### src/rtl/mem_ctrl_pkg.sv
// Shared types and constants for the byte-wide RAM sequencer.
package mem_ctrl_pkg;

    typedef enum logic [1:0] {
        IDLE = 2'd0,
        RD   = 2'd1,
        WR   = 2'd2,
        DONE = 2'd3
    } state_t;

    typedef enum logic {
        OwnerIf = 1'b0,
        OwnerLs = 1'b1
    } owner_t;

    localparam logic [1:0]  SizeByte = 2'b00;
    localparam logic [1:0]  SizeHalf = 2'b01;
    localparam logic [1:0]  SizeWord = 2'b10;

    localparam logic        ReadOp   = 1'b1;
    localparam logic        WriteOp  = 1'b0;

    localparam logic [31:0] ZeroWord = 32'h0000_0000;

    // Number of byte beats for an access size; the reserved code behaves as a word.
    function automatic logic [2:0] beats_for_size(input logic [1:0] size);
        logic [2:0] beats;
        case (size)
            SizeByte: beats = 3'd1;
            SizeHalf: beats = 3'd2;
            SizeWord: beats = 3'd4;
            default:  beats = 3'd4;
        endcase
        return beats;
    endfunction

endpackage

### src/rtl/mem_ctrl_beat_cnt.sv
// Beat counter for one RAM transaction: latches the beat count N at grant,
// counts cycles spent in RD/WR and flags the address and capture boundaries.
module mem_beat_cnt
    import mem_ctrl_pkg::*;
(
    input  logic       clk,
    input  logic       rst,
    input  logic       start,
    input  logic       advance,
    input  logic [1:0] size,
    input  logic       force_word,
    output logic [2:0] cnt,
    output logic       more_addr,
    output logic       last_addr,
    output logic       last_cap
);

    logic [2:0] beats;

    // Restart at grant with a freshly decoded N, otherwise count active cycles.
    always_ff @(posedge clk or negedge rst) begin
        if (!rst) begin
            cnt   <= 3'd0;
            beats <= 3'd1;
        end else if (start) begin
            cnt   <= 3'd0;
            beats <= force_word ? 3'd4 : beats_for_size(size);
        end else if (advance) begin
            cnt <= cnt + 3'd1;
        end
    end

    // cnt equals the index of the address being presented; capture trails it by one.
    always_comb begin
        more_addr = (cnt < (beats - 3'd1));
        last_addr = (cnt == (beats - 3'd1));
        last_cap  = (cnt == beats);
    end

endmodule

### src/rtl/mem_ctrl.sv
// Arbiter/sequencer for the single byte-wide RAM port shared by instruction
// fetch and load/store. Splits requests into byte beats and assembles
// little-endian words from the returned bytes.
module mem_ctrl
    import mem_ctrl_pkg::*;
#(
    parameter int ADDR_W = 17
) (
    input  logic              clk,
    input  logic              rst,
    input  logic              if_req,
    input  logic [31:0]       if_addr,
    output logic [31:0]       if_data,
    output logic              if_done,
    input  logic              ls_req,
    input  logic              ls_we,
    input  logic [1:0]        ls_size,
    input  logic [31:0]       ls_addr,
    input  logic [31:0]       ls_wdata,
    output logic [31:0]       ls_rdata,
    output logic              ls_done,
    input  logic [7:0]        mem_din,
    output logic [7:0]        mem_dout,
    output logic [ADDR_W-1:0] mem_a,
    output logic              mem_wr,
    output logic              busy
);

    state_t     state;
    state_t     next_state;
    owner_t     owner;
    logic       grant;
    logic       grant_write;
    logic       capture;
    logic [2:0] cnt;
    logic       more_addr;
    logic       last_addr;
    logic       last_cap;
    logic [1:0] lane;
    logic [23:0] wdata_sh;
    logic [31:0] asm_word;
    logic [31:0] assembled;
    logic        unused_upper;

    assign unused_upper = ^{if_addr[31:ADDR_W], ls_addr[31:ADDR_W]};

    assign grant       = (state == IDLE) && (ls_req || if_req);
    assign grant_write = ls_req && ls_we;
    assign capture     = (state == RD) && (cnt != 3'd0);
    assign lane        = cnt[1:0] - 2'd1;

    mem_beat_cnt u_beat_cnt (
        .clk        (clk),
        .rst        (rst),
        .start      (grant),
        .advance    ((state == RD) || (state == WR)),
        .size       (ls_size),
        .force_word (!ls_req),
        .cnt        (cnt),
        .more_addr  (more_addr),
        .last_addr  (last_addr),
        .last_cap   (last_cap)
    );

    // State register; reset aborts any transaction in flight.
    always_ff @(posedge clk or negedge rst) begin
        if (!rst) begin
            state <= IDLE;
        end else begin
            state <= next_state;
        end
    end

    // Next state: LS beats IF in IDLE, no preemption once a transaction starts.
    always_comb begin
        next_state = state;
        case (state)
            IDLE: begin
                if (ls_req) begin
                    next_state = ls_we ? WR : RD;
                end else if (if_req) begin
                    next_state = RD;
                end
            end
            RD:      if (last_cap)  next_state = DONE;
            WR:      if (last_addr) next_state = DONE;
            DONE:    next_state = IDLE;
            default: next_state = IDLE;
        endcase
    end

    // Merge the byte returning this cycle into its lane of the word being built.
    always_comb begin
        assembled = asm_word;
        assembled[{lane, 3'b000} +: 8] = mem_din;
    end

    // Registered RAM port, data assembly and completion pulses.
    always_ff @(posedge clk or negedge rst) begin
        if (!rst) begin
            owner    <= OwnerIf;
            mem_a    <= '0;
            mem_wr   <= ReadOp;
            mem_dout <= 8'h00;
            wdata_sh <= 24'h000000;
            asm_word <= ZeroWord;
            if_data  <= ZeroWord;
            ls_rdata <= ZeroWord;
            if_done  <= 1'b0;
            ls_done  <= 1'b0;
            busy     <= 1'b0;
        end else begin
            if (grant) begin
                owner    <= ls_req ? OwnerLs : OwnerIf;
                mem_a    <= ls_req ? ls_addr[ADDR_W-1:0] : if_addr[ADDR_W-1:0];
                mem_wr   <= grant_write ? WriteOp : ReadOp;
                asm_word <= ZeroWord;
                if (grant_write) begin
                    mem_dout <= ls_wdata[7:0];
                    wdata_sh <= ls_wdata[31:8];
                end
            end

            if (state == RD) begin
                if (more_addr) begin
                    mem_a <= mem_a + ADDR_W'(1);
                end
                if (capture) begin
                    asm_word <= assembled;
                end
                if (last_cap) begin
                    if (owner == OwnerLs) begin
                        ls_rdata <= assembled;
                    end else begin
                        if_data <= assembled;
                    end
                end
            end

            if (state == WR) begin
                if (more_addr) begin
                    mem_a    <= mem_a + ADDR_W'(1);
                    mem_dout <= wdata_sh[7:0];
                    wdata_sh <= {8'h00, wdata_sh[23:8]};
                end
                if (last_addr) begin
                    mem_wr <= ReadOp;
                end
            end

            if_done <= (next_state == DONE) && (state != DONE) && (owner == OwnerIf);
            ls_done <= (next_state == DONE) && (state != DONE) && (owner == OwnerLs);
            busy    <= (next_state != IDLE);
        end
    end

endmodule

### config.mk
export PLATFORM = sky130hd
export DESIGN_NAME = mem_ctrl
export DESIGN_NICKNAME = d
export VERILOG_FILES = /design/src/rtl/mem_ctrl_pkg.sv /design/src/rtl/mem_ctrl_beat_cnt.sv /design/src/rtl/mem_ctrl.sv
export SDC_FILE = /design/constraint.sdc
export NUM_CORES = 1
export LEC_CHECK = 0
export ABC_AREA = 1
export BUFFER_PORTS_ARGS = -buffer_cell sky130_fd_sc_hd__buf_4
export CAP_MARGIN = 20
export CORE_AREA = 2 2 163 165
export CTS_CLUSTER_DIAMETER = 120
export DETAILED_ROUTE_END_ITERATION = 8
export DIE_AREA = 0 0 165 167
export GPL_TIMING_DRIVEN = 0
export HOLD_SLACK_MARGIN = 0.08
export PLACE_DENSITY = 0.49
export SYNTH_ARGS = -nofsm -noshare
export SYNTH_HDL_FRONTEND = slang
export SYNTH_HIERARCHICAL = 1
export SYNTH_SLANG_ARGS = --single-unit
### constraint.sdc
create_clock -name clk -period 3.5 [get_ports clk]
set_clock_uncertainty 0.2 [all_clocks]
set_input_delay 1.05 -clock clk [delete_from_list [all_inputs] [get_ports clk]]
set_output_delay 1.05 -clock clk [all_outputs]
set_load 0.01 [all_outputs]
== Yosys cells after proc, flatten, opt, wreduce, memory -nomap -nowiden ==
Cells that the tools add are included.
Word-level totals
  register bits: 158
  bits in latches: 0
  RAM bits: 0
  bits in read-only memories: 0
  output and inout bits: 93
  memories kept: 0
Cells by class
  add/subtract/negate cells: 5
  multipliers: 0
  divide/modulo/power cells: 0
  magnitude comparators: 1
  eq/ne operators: 8
  shift operators: 2
  mux-type cells: 33
  bitwise logic cells: 1
  reductions and logical operators: 15
Operators with widths (count)
  two-way mux 17 bit: 6
  two-way mux 24 bit: 4
  two-way mux 32 bit: 3
  bitwise mux 32 bit: 1
  two-way mux 8 bit: 4
  variable shift 8 x 7 -> 32 bit, first input constant: 1
  variable part select 8 x 7 -> 32 bit: 1
  adder 17 x 1 -> 17 bit, second input constant: 1
  two-way mux 2 bit: 5
  two-way mux 3 bit: 3
  case mux 2 bit (4 select lines): 1
  negator 5 -> 7 bit: 1
  == test 2 bit, second input constant: 3
  == test 3 bit: 2
  logical AND 1 bit: 6
  case mux 3 bit (2 select lines): 1
  AND reduction 3 bit: 2
  two-way mux 1 bit: 5
  == test 2 x 1 -> 1 bit, second input constant: 2
  zero test 2 bit: 2
  nonzero test 2 bit: 2
  adder 3 x 1 -> 3 bit, second input constant: 1
  less-than comparator 3 bit: 1
  nonzero test 3 bit: 1
  other kinds (5): 6

== Longest topological paths before layout ==
Gate-level depths: netlist of run 1.
  depth after elaboration: 7
  gate-level depth with buffers: 13
  mapped depth without buffers: 13

== Modules after synthesis ==
The synthesis of run 1 kept the hierarchy.
By module, submodules not included
  mem_ctrl: instances 1, cells an instance 868, area an instance 7236.9 µm², sequential area each 3804.9 µm²
  mem_beat_cnt: instances 1, cells an instance 48, area an instance 387.9 µm², sequential area each 151.4 µm²

== Worst setup path after synthesis of run 1 ==
OpenSTA, ideal clock, no wires.
  path type: register to register
  from: register u_beat_cnt.beats[0]
  to: register mem_a[7]
  arrival: 2.232 ns
  data required time: 3.171 ns
  path slack: 0.939 ns
  stages on the path, launching flop included: 13
  period minus slack after synthesis: 2.561 ns
  cell sequence: dfstp_2 inv_1 ha_1 xnor2_1 ha_1 a21o_1 nor2_1 nand2_2 nand2_2 inv_2 buf_2 o211ai_1 o31ai_1
Between the ends
  cells in the longest elaborated chain, start to end: 6
Ends and longest elaborated chain
  start, declared: line mem_ctrl_beat_cnt.sv:18  | logic [2:0] beats;
  start signal, assigned: line mem_ctrl_beat_cnt.sv:27  | beats <= force_word ? 3'd4 : beats_for_size(size);
  subtractor 3 x 1 -> 3 bit *: line mem_ctrl_beat_cnt.sv:35  | more_addr = (cnt < (beats - 3'd1));
  less-than comparator 3 bit *: line mem_ctrl_beat_cnt.sv:35
  via more_addr: line mem_ctrl.sv:36  | logic more_addr;
  two-way mux 17 bit: line mem_ctrl.sv:125  | if (more_addr) begin
  two-way mux 17 bit: line mem_ctrl.sv:124  | if (state == RD) begin
  two-way mux 17 bit: line mem_ctrl.sv:141  | if (more_addr) begin
  two-way mux 17 bit *: line mem_ctrl.sv:140  | if (state == WR) begin
  end signal, assigned: line mem_ctrl.sv:115  | mem_a <= ls_req ? ls_addr[ADDR_W-1:0] : if_addr[ADDR_W-1:0];
  end signal, assigned: line mem_ctrl.sv:126  | mem_a <= mem_a + ADDR_W'(1);
  end signal, assigned: line mem_ctrl.sv:142  | mem_a <= mem_a + ADDR_W'(1);
  end, declared: line mem_ctrl.sv:24  | output logic [ADDR_W-1:0] mem_a,
The timed path passes the listed nets; every way through them passes the cells marked *.
A chain may end at the register's enable or synchronous reset.

== Worst setup path after layout of run 1 ==
  from: register u_beat_cnt.beats[0]
  to: register mem_a[6]
The elaborated chain is that of the path after synthesis.

==> results of run 1 <==
[worst paths after layout]
path	endpoint	slack (ns)	depth (start not counted)	from
max	mem_a[6]	0.45	12	u_beat_cnt/beats[0]
min	if_data[6]	0.28	2	if_data[6]
max reg2reg	mem_a[6]	0.45	12	u_beat_cnt/beats[0]
min reg2reg	if_data[6]	0.28	2	if_data[6]
max in group asynchronous	asm_word[29]	1.85	2	rst
min in group asynchronous	ls_rdata[15]	0.39	1	rst
[worst max-delay path: cells and delay by family (launching register included)]
family          cells  cell delay [ns]
simple gates        4             0.91
flops               1             0.51
fa+ha+maj           2             0.48
buf+inv             3             0.38
compound gates      2             0.31
xor+xnor            1             0.12
[cell usage in the layout, fill, tap and decap left out, types with 3 or more instances in the layout]
master     instances
clkbuf_16         17
nand4_1            8
o22ai_1           23
inv_1             75
ha_1              17
o21ai_0           86
buf_2             18
o211ai_1          12
nand3_1           57
dfrtp_1          156
inv_6              3
nand2_2            3
o21ai_1           30
o31ai_1           12
nand2_1          256
clkbuf_1          14
inv_2             10
nor2_1            74
clkinv_4           4
a32oi_1            8
a21oi_1           16
buf_6              6
clkinv_2           3
buf_4            176
[registers in the layout, indices dropped and copies added (netlist names), 2 cells and up]
name / cells
mem_dout: 8
u_beat_cnt/cnt: 3
ls_rdata: 32
mem_a: 17
wdata_sh: 24
state: 2
if_data: 32
u_beat_cnt/beats: 3
asm_word: 32
[power by group through the flow]
stage	sequential, W	combinational [W]	clock (W)
floorplan	0.00332	0.00230	0
global placement	0.00322	0.00418	0
detailed placement	0.00321	0.00422	0
CTS	0.00319	0.00424	0.00183
global route	0.00329	0.00473	0.00189
finish	0.00319	0.00418	0.00178
[layout make-up]
| type | instances | share of cell area |
|---|---|---|
| Clock buffer | 19 | 0.0446 |
| Timing Repair Buffer | 174 | 0.134 |
| Sequential cell | 158 | 0.399 |
| Tap cell | 335 | 0.0422 |
| Inverter | 87 | 0.0331 |
| Buffer | 42 | 0.0243 |
| Multi-Input combinational cell | 629 | 0.312 |
| Clock inverter | 13 | 0.0107 |
[per-layer routing]
| layer | global-route usage | part of all wire | vias up | wire length (um) |
|---|---|---|---|---|
| met4 | 0.0537 | 0.013 | 0 | 301 |
| met1 | 0.250 | 0.48 | 3264 | 11400 |
| li1 | - | - | 3405 | - |
| met3 | 0.0346 | 0.043 | 18 | 1010 |
| met2 | 0.273 | 0.46 | 151 | 10900 |
| met5 | 0 | 0 | - | 0 |
[metrics by stage]
| stage | utilization | area (um^2) | hold slack [ns] |
|---|---|---|---|
| 2_1_floorplan | - | 7620 | 0.244 |
| 3_3_place_gp | 0.363 | 9340 | 0.256 |
| 3_5_place_dp | 0.364 | 9380 | 0.260 |
| 4_1_cts | 0.385 | 9930 | 0.283 |
| 5_1_grt | 0.385 | 9930 | 0.310 |
| 6_report | 0.385 | 9930 | 0.279 |
[cell families after synthesis]
family / after synthesis / synth area share
compound gates: 196 / 0.150
buf+inv: 129 / 0.0748
simple gates: 413 / 0.225
xor+xnor: 3 / 0.00345
fa+ha+maj: 17 / 0.0279
flops: 158 / 0.519
==> out/results.ini, run 1 <==
[outcome]
status=finished, final reports clean

[critical_path]
cp-end-kind=flip-flop
path_cells=inv_1 -> ha_1 -> xnor2_1 -> ha_1 -> a21o_1 -> nor2_1 -> nand2_2 -> nand2_2 -> inv_2 -> buf_2 -> o211ai_1 -> nand3_1
crit_type=flip-flop to flip-flop
cp_slowest_cell=dfstp_2
cpPeakStageDelay_ns=0.51
cp.required_ns=3.60
cp-start-kind=flip-flop
cp.arrival_ns=3.15
crit_fanout=10

[place]
placed_cells=1425
place_congestion=0.836
dp_hpwl_um=17100
portBuffers=173
post-place-ws_ns=0.415

[grt]
grt_pass1_vias=6915
grt.total_usage=0.177
grt_pass1_wl_um=37800
grt_max_degree=83
overflow=0
grt_antenna_before_repair=0

[clocking]
h-tree-depth=4
postCtsHoldBufs=0
post_cts_buffers=0
worstSkewPairLatency_ns=0.43
clock-sinks=158
cts_root_buf=clkbuf_16
clk_pin_slew_worst_paths_ns=0.07
cts.path.max_buffers=2
cts_resized=0
cts_tree=yes
numCtsBuffers=17

[power_and_ir_drop]
p_int_w=0.00526
pwr-share-seq=0.348
power_density_nw_per_um2=921
finalPower_w=0.00914
ir_drop_mv=0.306
power_switching_w=0.00389
pwr-share-clk=0.194
leakage_nw=4.89
power_frac_comb=0.457
switching_share=0.425

[synthesis]
synth.largest_area_cell=dfrtp_1
ys_seq_area_frac=0.519
synth_edf_count=0
syn-num-nets=1044
synth_flop_cell=dfrtp_1
synth_top_area_share=0.512
netlist_area_um2=7620
async_flop_share=1.00
synth_commonest_cells=256 x nand2_1, 156 x dfrtp_1, 86 x o21ai_0
ys_types=44
synth.most_common_cell=nand2_1
ys_warn_count=6
synthCells=916
avgSynthCellArea_um2=8.32
synth.area.top_cells=dfrtp_1 51%, nand2_1 13%, o21ai_0 5.6%
synth_seq_cells=158

[floorplanning]
initial_utilization=0.296
core_area_um2=25800
boundaryPins=204
die_h_um=167
die-width_um=165
fp-row-count=59
dieArea_um2=27600

[sta]
fin_tns_setup_ns=0
maxSlewViolCount=0
max_freq_mhz=328
timing.slew.headroom=0.574
setup_violations=0
setup_slack_ns=0.453
rsz0062_at_grt=false
layout_min_cycle_time_ns=3.05
fin_crit_sh=0.870
worstMarginPinSlew_ns=0.639
hold_viol_final=0

[route]
routed_wl_um=23700
postRouteAntennaNets=0
remaining_drc_errors=0
vias_per_cell=4.69
post_drt_wl_per_cell_um=16.2
drtIter0Drc=346
dr.pass1.iters=5
vias=6838

[finish]
instances_no_fill=1457
fin_nets=1237
syn2layout_area_growth_pct=30.2
regArea_um2=3960
n_antenna_cell=0
fillers=2637
drive_above_1_share=0.234
multi_input_area_um2=3100

[job]
maxCapViolations=0

[hold_path]
hold_class=flip-flop to flip-flop

(Power assumes the default switching activity.)
==> run 2, diff against run 1 <==
Settings changed: REMOVE_ABC_BUFFERS from default to 1.
==> out/results.ini, run 2 (synthesis results as in run 1) <==
[sta]
max_freq_mhz=312
maxSlewViolCount=0
layout_min_cycle_time_ns=3.20
setup_violations=0
fin_tns_setup_ns=0
worstMarginPinSlew_ns=0.859
setup_slack_ns=0.298
hold_viol_final=0
fin_crit_sh=0.915
timing.slew.headroom=0.427
rsz0062_at_grt=false

[job]
maxCapViolations=0

[finish]
instances_no_fill=1416
fin_nets=1196
n_antenna_cell=0
layout_commonest_cell=nand2_1
syn2layout_area_growth_pct=28.1
top_regs=asm_word x32, if_data x32, ls_rdata x32
final_cell_mix=256 x nand2_1, 172 x buf_4, 156 x dfrtp_1, 86 x o21ai_0, 75 x inv_1
drive_above_1_share=0.219

[place]
placed_cells=1384
dp_hpwl_um=14200
place_congestion=0.751
post-place-ws_ns=-0.295
portBuffers=173

[route]
dr.pass1.iters=6
drtIter0Drc=407
routed_wl_um=21300
vias=6614
postRouteAntennaNets=0
vias_per_cell=4.67
post_drt_wl_per_cell_um=15.0
remaining_drc_errors=0

[clocking]
numCtsBuffers=17
post_cts_buffers=0
cts.path.max_buffers=2
clk_pin_slew_worst_paths_ns=0.07
cts_tree=yes
h-tree-depth=4
worstSkewPairLatency_ns=0.43
cts_root_buf=clkbuf_16
clock-sinks=158

[hold_path]
hold_class=flip-flop to flip-flop

[critical_path]
crit_fanout=34
cp.arrival_ns=3.30
crit_type=flip-flop to flip-flop
cp-end-kind=flip-flop
cp.required_ns=3.60
cp-start-kind=flip-flop
ff2ff_setup_slack_ns=0.30

[power_and_ir_drop]
leakage_nw=4.78
ir_drop_mv=0.315
finalPower_w=0.00903
power_density_nw_per_um2=924

[floorplanning]
die_h_um=167
dieArea_um2=27600
die-width_um=165
initial_utilization=0.296
core_area_um2=25800
boundaryPins=204
fp-row-count=59

[grt]
grt_pass1_vias=6459
overflow=0
grt_pass1_wl_um=34500
grt_max_degree=113
grt_antenna_before_repair=0
grt.total_usage=0.158

[outcome]
status=finished, final reports clean

==> run 2: cell types whose count changed in the layout (fill, tap and decap cells not counted), moves of 2 or more <==
| cell | change |
|---|---|
| inv_6 | +3 |
| buf_4 | -4 |
| clkbuf_1 | -13 |
| buf_2 | -18 |
| buf_6 | -6 |
| clkinv_4 | -4 |
| clkinv_2 | -2 |
| clkinv_8 | +3 |
==> run 2: metrics by stage <==
step           hold slack (ns)  utilization  cell area, um^2
2_1_floorplan            0.244            -             7380
3_3_place_gp             0.250        0.353             9100
3_5_place_dp             0.256        0.356             9160
4_1_cts                  0.274        0.379             9770
5_1_grt                  0.302        0.379             9770
6_report                 0.268        0.379             9770
==> run 2: path summary, 6_finish.rpt <==
check | depth (start not counted) | to | startpoint
min | 2 | wdata_sh[4] | wdata_sh[12]
max | 11 | mem_a[7] | u_beat_cnt/beats[0]
max in group asynchronous | 2 | mem_a[8] | rst
min in group asynchronous | 1 | ls_rdata[13] | rst
min reg2reg | 2 | wdata_sh[4] | wdata_sh[12]
max reg2reg | 11 | mem_a[7] | u_beat_cnt/beats[0]
==> run 2: what timing repair did <==
action	CTS	global route
gates resized for setup	2	1
endpoints found under the setup margin	21	14
hold buffers	0	0
==> run 2: worst max-delay path, stage by stage (launching register included) <==
cell and delay (ns):
dfstp_2 0.52, inv_1 0.07, ha_1 0.21, xnor2_1 0.15, ha_1 0.26, a21o_1 0.17, nor2_2 0.30, nand2_4 0.29
nand2_2 0.37, inv_2 0.24, o211ai_1 0.19, o31ai_1 0.11
==> run 2: area by class of cell <==
class	count	area, um^2
clock inverters	14	169
flip-flops and latches	158	3960
repair buffers	175	1360
inverters	87	330
multi-input cells	629	3110
clock buffers	18	429
well taps	335	419
fillers	2685	16000
==> run 2: per-layer routing <==
layer,up-vias,share of wire,track usage
met5,-,0,0
li1,3320,-,-
met3,12,0.057,0.0443
met1,3117,0.47,0.213
met4,0,0.0098,0.0333
met2,165,0.47,0.253
==> run 2: where the power goes <==
part | switching [W] | leakage (nW) | total (W) | internal (W)
clock network | 0.000877 | 0.285 | 0.00190 | 0.00102
logic | 0.00238 | 2.47 | 0.00397 | 0.00159
registers | 0.000538 | 2.02 | 0.00316 | 0.00262
